## src/rtl/pc_gen_pkg.sv

```systemverilog
// Shared constants and source-index enum for the PC generator.
package pc_gen_pkg;

    localparam int unsigned XLEN_DEF  = 32;
    localparam int unsigned N_SRC_DEF = 6;
    localparam int unsigned INC_DEF   = 4;
    localparam int unsigned CNT_W_DEF = 16;

    // Redirect channel index; lower value wins arbitration.
    typedef enum logic [2:0] {
        SRC_ERET     = 3'd0,
        SRC_KERNEL   = 3'd1,
        SRC_MISSPRED = 3'd2,
        SRC_PRED     = 3'd3,
        SRC_BRANCH   = 3'd4,
        SRC_JUMP     = 3'd5
    } src_e;

endpackage

```

## src/rtl/pc_gen_prio_sel.sv

```systemverilog
// Combinational priority encoder: lowest asserted index wins.
module pc_gen_prio_sel
    import pc_gen_pkg::*;
#(
    parameter int unsigned N_SRC = N_SRC_DEF,
    parameter int unsigned IDX_W = (N_SRC > 1) ? $clog2(N_SRC) : 1
) (
    input  logic [N_SRC-1:0] i_valid,
    output logic             o_any_c,
    output logic [IDX_W-1:0] o_idx_c
);

    // Scan from the top down so the lowest asserted index is the last write.
    always_comb begin
        o_any_c = |i_valid;
        o_idx_c = '0;
        for (int i = N_SRC - 1; i >= 0; i--) begin
            if (i_valid[i]) begin
                o_idx_c = IDX_W'(i);
            end
        end
    end

endmodule

```

## src/rtl/pc_gen.sv

```systemverilog
// Fetch PC generator with prioritized redirects and a one-deep held slot
// for redirects that arrive while stalled.
// Optional: define PC_GEN_ALIGN_CHECK_EN to enable the sticky misaligned-target flag.
module pc_gen
    import pc_gen_pkg::*;
#(
    parameter int unsigned XLEN  = XLEN_DEF,
    parameter int unsigned N_SRC = N_SRC_DEF,
    parameter int unsigned INC   = INC_DEF,
    parameter int unsigned CNT_W = CNT_W_DEF
) (
    input  logic                  clk,
    input  logic                  reset,
    input  logic                  en,
    input  logic [XLEN-1:0]       initial_pc,
    input  logic [N_SRC-1:0]      redir_valid,
    input  logic [N_SRC*XLEN-1:0] redir_target,
    output logic [XLEN-1:0]       pc_out,
    output logic                  pc_valid,
    output logic                  redir_pending,
    output logic [CNT_W-1:0]      redir_count,
    output logic                  misalign_fault
);

    localparam int unsigned IDX_W = (N_SRC > 1) ? $clog2(N_SRC) : 1;

    logic [XLEN-1:0]  r_pc;
    logic             r_pc_valid;
    logic             r_pend;
    logic [IDX_W-1:0] r_pend_idx;
    logic [XLEN-1:0]  r_pend_target;
    logic [CNT_W-1:0] r_cnt;

    logic             w_any;
    logic [IDX_W-1:0] w_idx;
    logic [XLEN-1:0]  w_live_tgt;
    logic             w_live_wins;
    logic             w_load;
    logic [XLEN-1:0]  w_load_tgt;
    logic [XLEN-1:0]  w_pc_nxt;

    pc_gen_prio_sel #(
        .N_SRC (N_SRC),
        .IDX_W (IDX_W)
    ) u_prio_sel (
        .i_valid (redir_valid),
        .o_any_c (w_any),
        .o_idx_c (w_idx)
    );

    // Target of the winning live channel.
    always_comb begin
        w_live_tgt = '0;
        for (int i = 0; i < N_SRC; i++) begin
            if (IDX_W'(i) == w_idx) begin
                w_live_tgt = redir_target[i*XLEN +: XLEN];
            end
        end
    end

    // A live winner beats the held slot unless the held one has strictly higher priority.
    assign w_live_wins = w_any && (!r_pend || (w_idx <= r_pend_idx));

    // Next-PC selection: live redirect, then held redirect, then sequential.
    always_comb begin
        w_load     = 1'b0;
        w_load_tgt = '0;
        if (w_live_wins) begin
            w_load     = 1'b1;
            w_load_tgt = w_live_tgt;
        end else if (r_pend) begin
            w_load     = 1'b1;
            w_load_tgt = r_pend_target;
        end
        w_pc_nxt = w_load ? w_load_tgt : (r_pc + XLEN'(INC));
    end

    // PC, valid, held slot and redirect counter.
    always_ff @(posedge clk) begin
        if (reset) begin
            r_pc          <= initial_pc;
            r_pc_valid    <= 1'b0;
            r_pend        <= 1'b0;
            r_pend_idx    <= '0;
            r_pend_target <= '0;
            r_cnt         <= '0;
        end else begin
            r_pc_valid <= 1'b1;
            if (en) begin
                r_pc   <= w_pc_nxt;
                r_pend <= 1'b0;
                if (w_load && (r_cnt != {CNT_W{1'b1}})) begin
                    r_cnt <= r_cnt + CNT_W'(1);
                end
            end else if (w_live_wins) begin
                r_pend        <= 1'b1;
                r_pend_idx    <= w_idx;
                r_pend_target <= w_live_tgt;
            end
        end
    end

`ifdef PC_GEN_ALIGN_CHECK_EN
    logic r_misalign;

    // Sticky flag for any loaded redirect target that is not word aligned.
    always_ff @(posedge clk) begin
        if (reset) begin
            r_misalign <= 1'b0;
        end else if (en && w_load && (w_load_tgt[1:0] != 2'b00)) begin
            r_misalign <= 1'b1;
        end
    end

    assign misalign_fault = r_misalign;
`else
    assign misalign_fault = 1'b0;
`endif

    assign pc_out        = r_pc;
    assign pc_valid      = r_pc_valid;
    assign redir_pending = r_pend;
    assign redir_count   = r_cnt;

endmodule

```

## config.mk

```make
export PLATFORM = sky130hd
export DESIGN_NAME = pc_gen
export DESIGN_NICKNAME = d
export VERILOG_FILES = /design/src/rtl/pc_gen_pkg.sv /design/src/rtl/pc_gen_prio_sel.sv /design/src/rtl/pc_gen.sv
export SDC_FILE = /design/constraint.sdc
export NUM_CORES = 1
export LEC_CHECK = 0
export BUFFER_PORTS_ARGS = -buffer_cell sky130_fd_sc_hd__buf_2
export CORE_ASPECT_RATIO = 0.9
export CORE_MARGIN = 2
export CORE_UTILIZATION = 40
export CTS_CLUSTER_DIAMETER = 40
export DETAILED_ROUTE_END_ITERATION = 10
export PLACE_DENSITY = 0.7
export SLEW_MARGIN = 10
export SYNTH_ARGS = -nofsm -noshare
export SYNTH_HDL_FRONTEND = slang
export SYNTH_SLANG_ARGS = --single-unit
```

## constraint.sdc

```tcl
create_clock -name clk -period 3.5 [get_ports clk]
set_clock_uncertainty 0.2 [all_clocks]
set_input_delay 0.175 -clock clk [delete_from_list [all_inputs] [get_ports clk]]
set_output_delay 0.175 -clock clk [all_outputs]
set_load 0.02 [all_outputs]
```

==> reports/results.tsv <==
stage	metric	value	unit
logic_synthesis	ys async rst share	0	%
critical_path	Reg2Reg Launch Point	pc_out[2]	
sta	hold slack final	0.00110	ns
clock_tree	postcts setup bufs	0	
logic_synthesis	Cells after Synth	781	
power	Flop pwr share	40.5	%
routing	Residual DRC	0	
logic_synthesis	post-synthesis mux area share	1.17	%
floorplan	IO Pins	284	
floorplan	full die area	0.0163	mm^2
layout	Final Util	56.4	%
place	input/output buffers	282	
layout	post-route insts no fill	1281	
logic_synthesis	Yosys cell types	75	
floorplan	Die Wd	134	um
worst_hold_path	Hold Crit Class	input pin to flip-flop	
sta	Slew Viols, Final	0	
critical_path	CP Class	input pin to flip-flop	
power	Total Power	2.95	mW
critical_path	worst setup path start	redir_valid[3]	
power	Int Pwr	2.00	mW
routing	Routed WL	25.5	mm
clock_tree	PostCTS Resize Cnt	0	
critical_path	CP startpoint kind	input pin	
sta	min Tclk post-route	2.84	ns
layout	fin nets	1316	
routing	vias per cell	5.77	
sta	maximum clock rate	0.352	GHz
clock_tree	Skew-Pair Late Insertion Delay	0.35	ns
logic_synthesis	XOR/XNOR Fraction of Synth Area	5.72	%
logic_synthesis	post-synthesis sequential area ratio	33.0	%
clock_tree	CTS tree	built	
sta	setup TNS	0	ns
place	DP HPWL	19.6	mm
clock_tree	clock root buffer	clkbuf_16	
logic_synthesis	Yosys Warn Count	0	
logic_synthesis	main combinational cell family by area after synthesis	compound AO/OA/AOI/OAI gates	
power	clock network fraction of total power	32.0	%
flow_run	Max-Cap Viols	0	
routing	Routed WL per cell	19.9	um
sta	final setup vio count	0	
sta	RSZ-0062 raised after global routing	no	
logic_synthesis	Synth Area in Simple Gates	25.5	%
global_routing	initial antenna violation count	1	
floorplan	core area	0.0148	mm^2
logic_synthesis	Synth Register Bits	85	
critical_path	CP endpoint kind	flip-flop	
layout	synth-to-layout area growth	36.6	%
logic_synthesis	top_reg_cell synth	dfxtp_1	
routing	post-route ant nets	0	
worst_hold_path	hold_sp	redir_target[183]	
place	GPL Wtd Cong	0.925	
global_routing	gr usage total	31.1	%
critical_path	worst-path fanout max	17	
sta	final worst-path cycle share	81.2	%
power	Max IR drop VDD	277	uV
routing	drt first pass iters	6	
power	P_leak	3.63	nW
power	power per cell area	353	mW/mm^2
power	switching pwr	0.957	mW
place	placed instance area	0.00773	mm^2
power	combinational share of power	27.5	%
layout	layout cells sized above 1	31.9	%
place	pre-CTS setup slack	0.333	ns
critical_path	WP data required	3.55	ns
place	Post-Place Cells	1231	
clock_tree	H-tree lvl count	3	
logic_synthesis	cell taking the most area after synthesis	dfxtp_1	
clock_tree	clk buf depth	2	
logic_synthesis	synth top area cells	dfxtp_1 (17%), edfxtp_1 (16%), nand2_1 (6.9%)	
power	Sw Ratio	32.4	%
layout	Final Cell Area	0.00836	mm^2
clock_tree	CTS buffer count	9	
clock_tree	total clock sinks	85	
sta	final hold violation count	0	
critical_path	crit path DAT	2.89	ns
logic_synthesis	Adder-Cell Fraction of Synth Area	1.02	%
floorplan	Cell Rows	42	
sta	Least-Margin Pin Slew	0.964	ns
sta	final worst slack	0.658	ns
global_routing	vias in the first global route	7012	
logic_synthesis	syn avg cell area	7.84	um^2
layout	ANT cells	0	
logic_synthesis	Synthesized Nets	1019	
floorplan	initial core utilization	41.3	%
global_routing	global-route wire length before repair	38.8	mm
clock_tree	Reg clk slew, reported paths	0.07	ns
routing	Via Count	7390	
clock_tree	hold-fix buffer count after cts	34	
floorplan	Die Height	121	um
routing	number of DRC markers in iteration 0	760	
logic_synthesis	EDFF count, synth	32	
sta	worst relative slew slack	35.8	%
logic_synthesis	Synth top area share	17.3	%
status	status	finished clean	
logic_synthesis	Synth Area in Compound Gates	27.6	%
logic_synthesis	Cell Area, Synth	0.00612	mm^2
global_routing	gr ovfl total	0	
global_routing	largest net degree at the start of global routing	90	
==> power groups by stage <==
stage                     sequential, mW  combinational, mW  clock, mW
final                               1.20              0.811      0.945
after global routing                1.21              0.883      0.989
after CTS                           1.19              0.800      0.948
after detailed placement            1.22              0.767          0
after global placement              1.22              0.761          0
after floorplan                     1.26              0.380          0
==> final timing paths <==
kind | end | slack [ns] | cells past startpoint
worst min-delay path | r_pend_target[23] | 0.001 | 3
worst max-delay path | r_pend_target[18] | 0.66 | 13
worst max register to register | pc_out[28] | 0.70 | 7
worst min register to register | r_pend_target[30] | 0.26 | 2
==> kinds of logic (layout without fill, tap and decap cells) <==
family,after synthesis,count (layout)
adders and majority gates,5,5
buffers and inverters,81,383
xor gates and xnor gates,40,40
muxes,7,7
DFF,85,85
other,1,1
and+or+nand+nor,320,320
AOI/OAI and AO/OA,242,242
==> cell usage in the layout, fill, tap and decap left out, types with 4 or more instances in the layout <==
cell type	count
or3_1	4
buf_2	282
edfxtp_1	32
nor3_1	22
mux2i_1	6
inv_1	20
and2_1	13
ha_1	5
a221oi_1	14
a221o_1	12
dfxtp_1	53
nand2_1	112
o22ai_1	20
a2bb2oi_1	8
nand3b_1	8
a211oi_1	12
o211ai_1	5
o31ai_1	11
nand3_1	18
nor4_1	6
dlygate4sd3_1	34
and3_1	11
a21oi_1	64
o21ai_1	5
a31oi_1	5
a2111oi_0	7
nor2b_1	4
a21o_1	4
nand4_1	5
nand2b_1	5
buf_4	30
o221ai_1	13
nor2_1	86
xor2_1	13
o21ai_0	29
a22oi_1	5
clkbuf_16	10
xnor2_1	27
a32oi_1	4
==> registers in the layout, indices dropped and copies added (netlist names) <==
signal / count
pc_valid: 1
r_pend_idx: 3
redir_count: 16
r_pend_target: 32
redir_pending: 1
pc_out: 32
==> final cells by class <==
type,instances,area [um^2]
Multi-Input combinational cell,615,3740
Clock buffer,10,250
Fill cell,1434,6460
Tap cell,198,248
Sequential cell,85,2020
Timing Repair Buffer,346,1980
Inverter,21,80.1
Clock inverter,6,43.8
==> per-layer routing <==
metal / part of all wire (%) / wire length (um) / vias up / GRT usage (%)
met5: 0 / 0 / - / 0
met2: 46 / 11600 / 403 / 49.6
met3: 9.7 / 2480 / 42 / 7.48
met4: 2.3 / 586 / 0 / 8.09
li1: - / - / 3482 / -
met1: 42 / 10800 / 3463 / 42.4
==> worst max-delay path, stage by stage <==
cell and delay [ns]:
buf_2 0.11, or3_4 0.41, or3_4 0.39, clkinv_2 0.06
ha_1 0.24, a21oi_1 0.17, a32oi_1 0.09, buf_4 0.17
a21o_1 0.36, nor2_2 0.17, buf_4 0.24, nor2_1 0.06
a311oi_1 0.25
==> cells in the mapped netlist (5+ instances only) <==
library cell,instances
o31ai_1,11
nand3_1,18
a221o_1,12
a211oi_1,12
o21ai_0,29
o211ai_1,5
and3_1,11
a22oi_1,5
xnor2_1,27
and2_1,13
nand2b_1,5
nor2_1,87
o21ai_1,5
a31oi_1,5
dfxtp_1,53
nand2_1,112
a2111oi_0,7
edfxtp_1,32
nor3_1,22
a21oi_1,64
buf_2,22
nand3b_1,8
a2bb2oi_1,8
ha_1,5
nor4_1,6
nand4_1,5
clkbuf_1,30
xor2_1,13
a221oi_1,14
o221ai_1,13
inv_1,20
o22ai_1,20
mux2i_1,6
(Power assumes the default switching activity.)
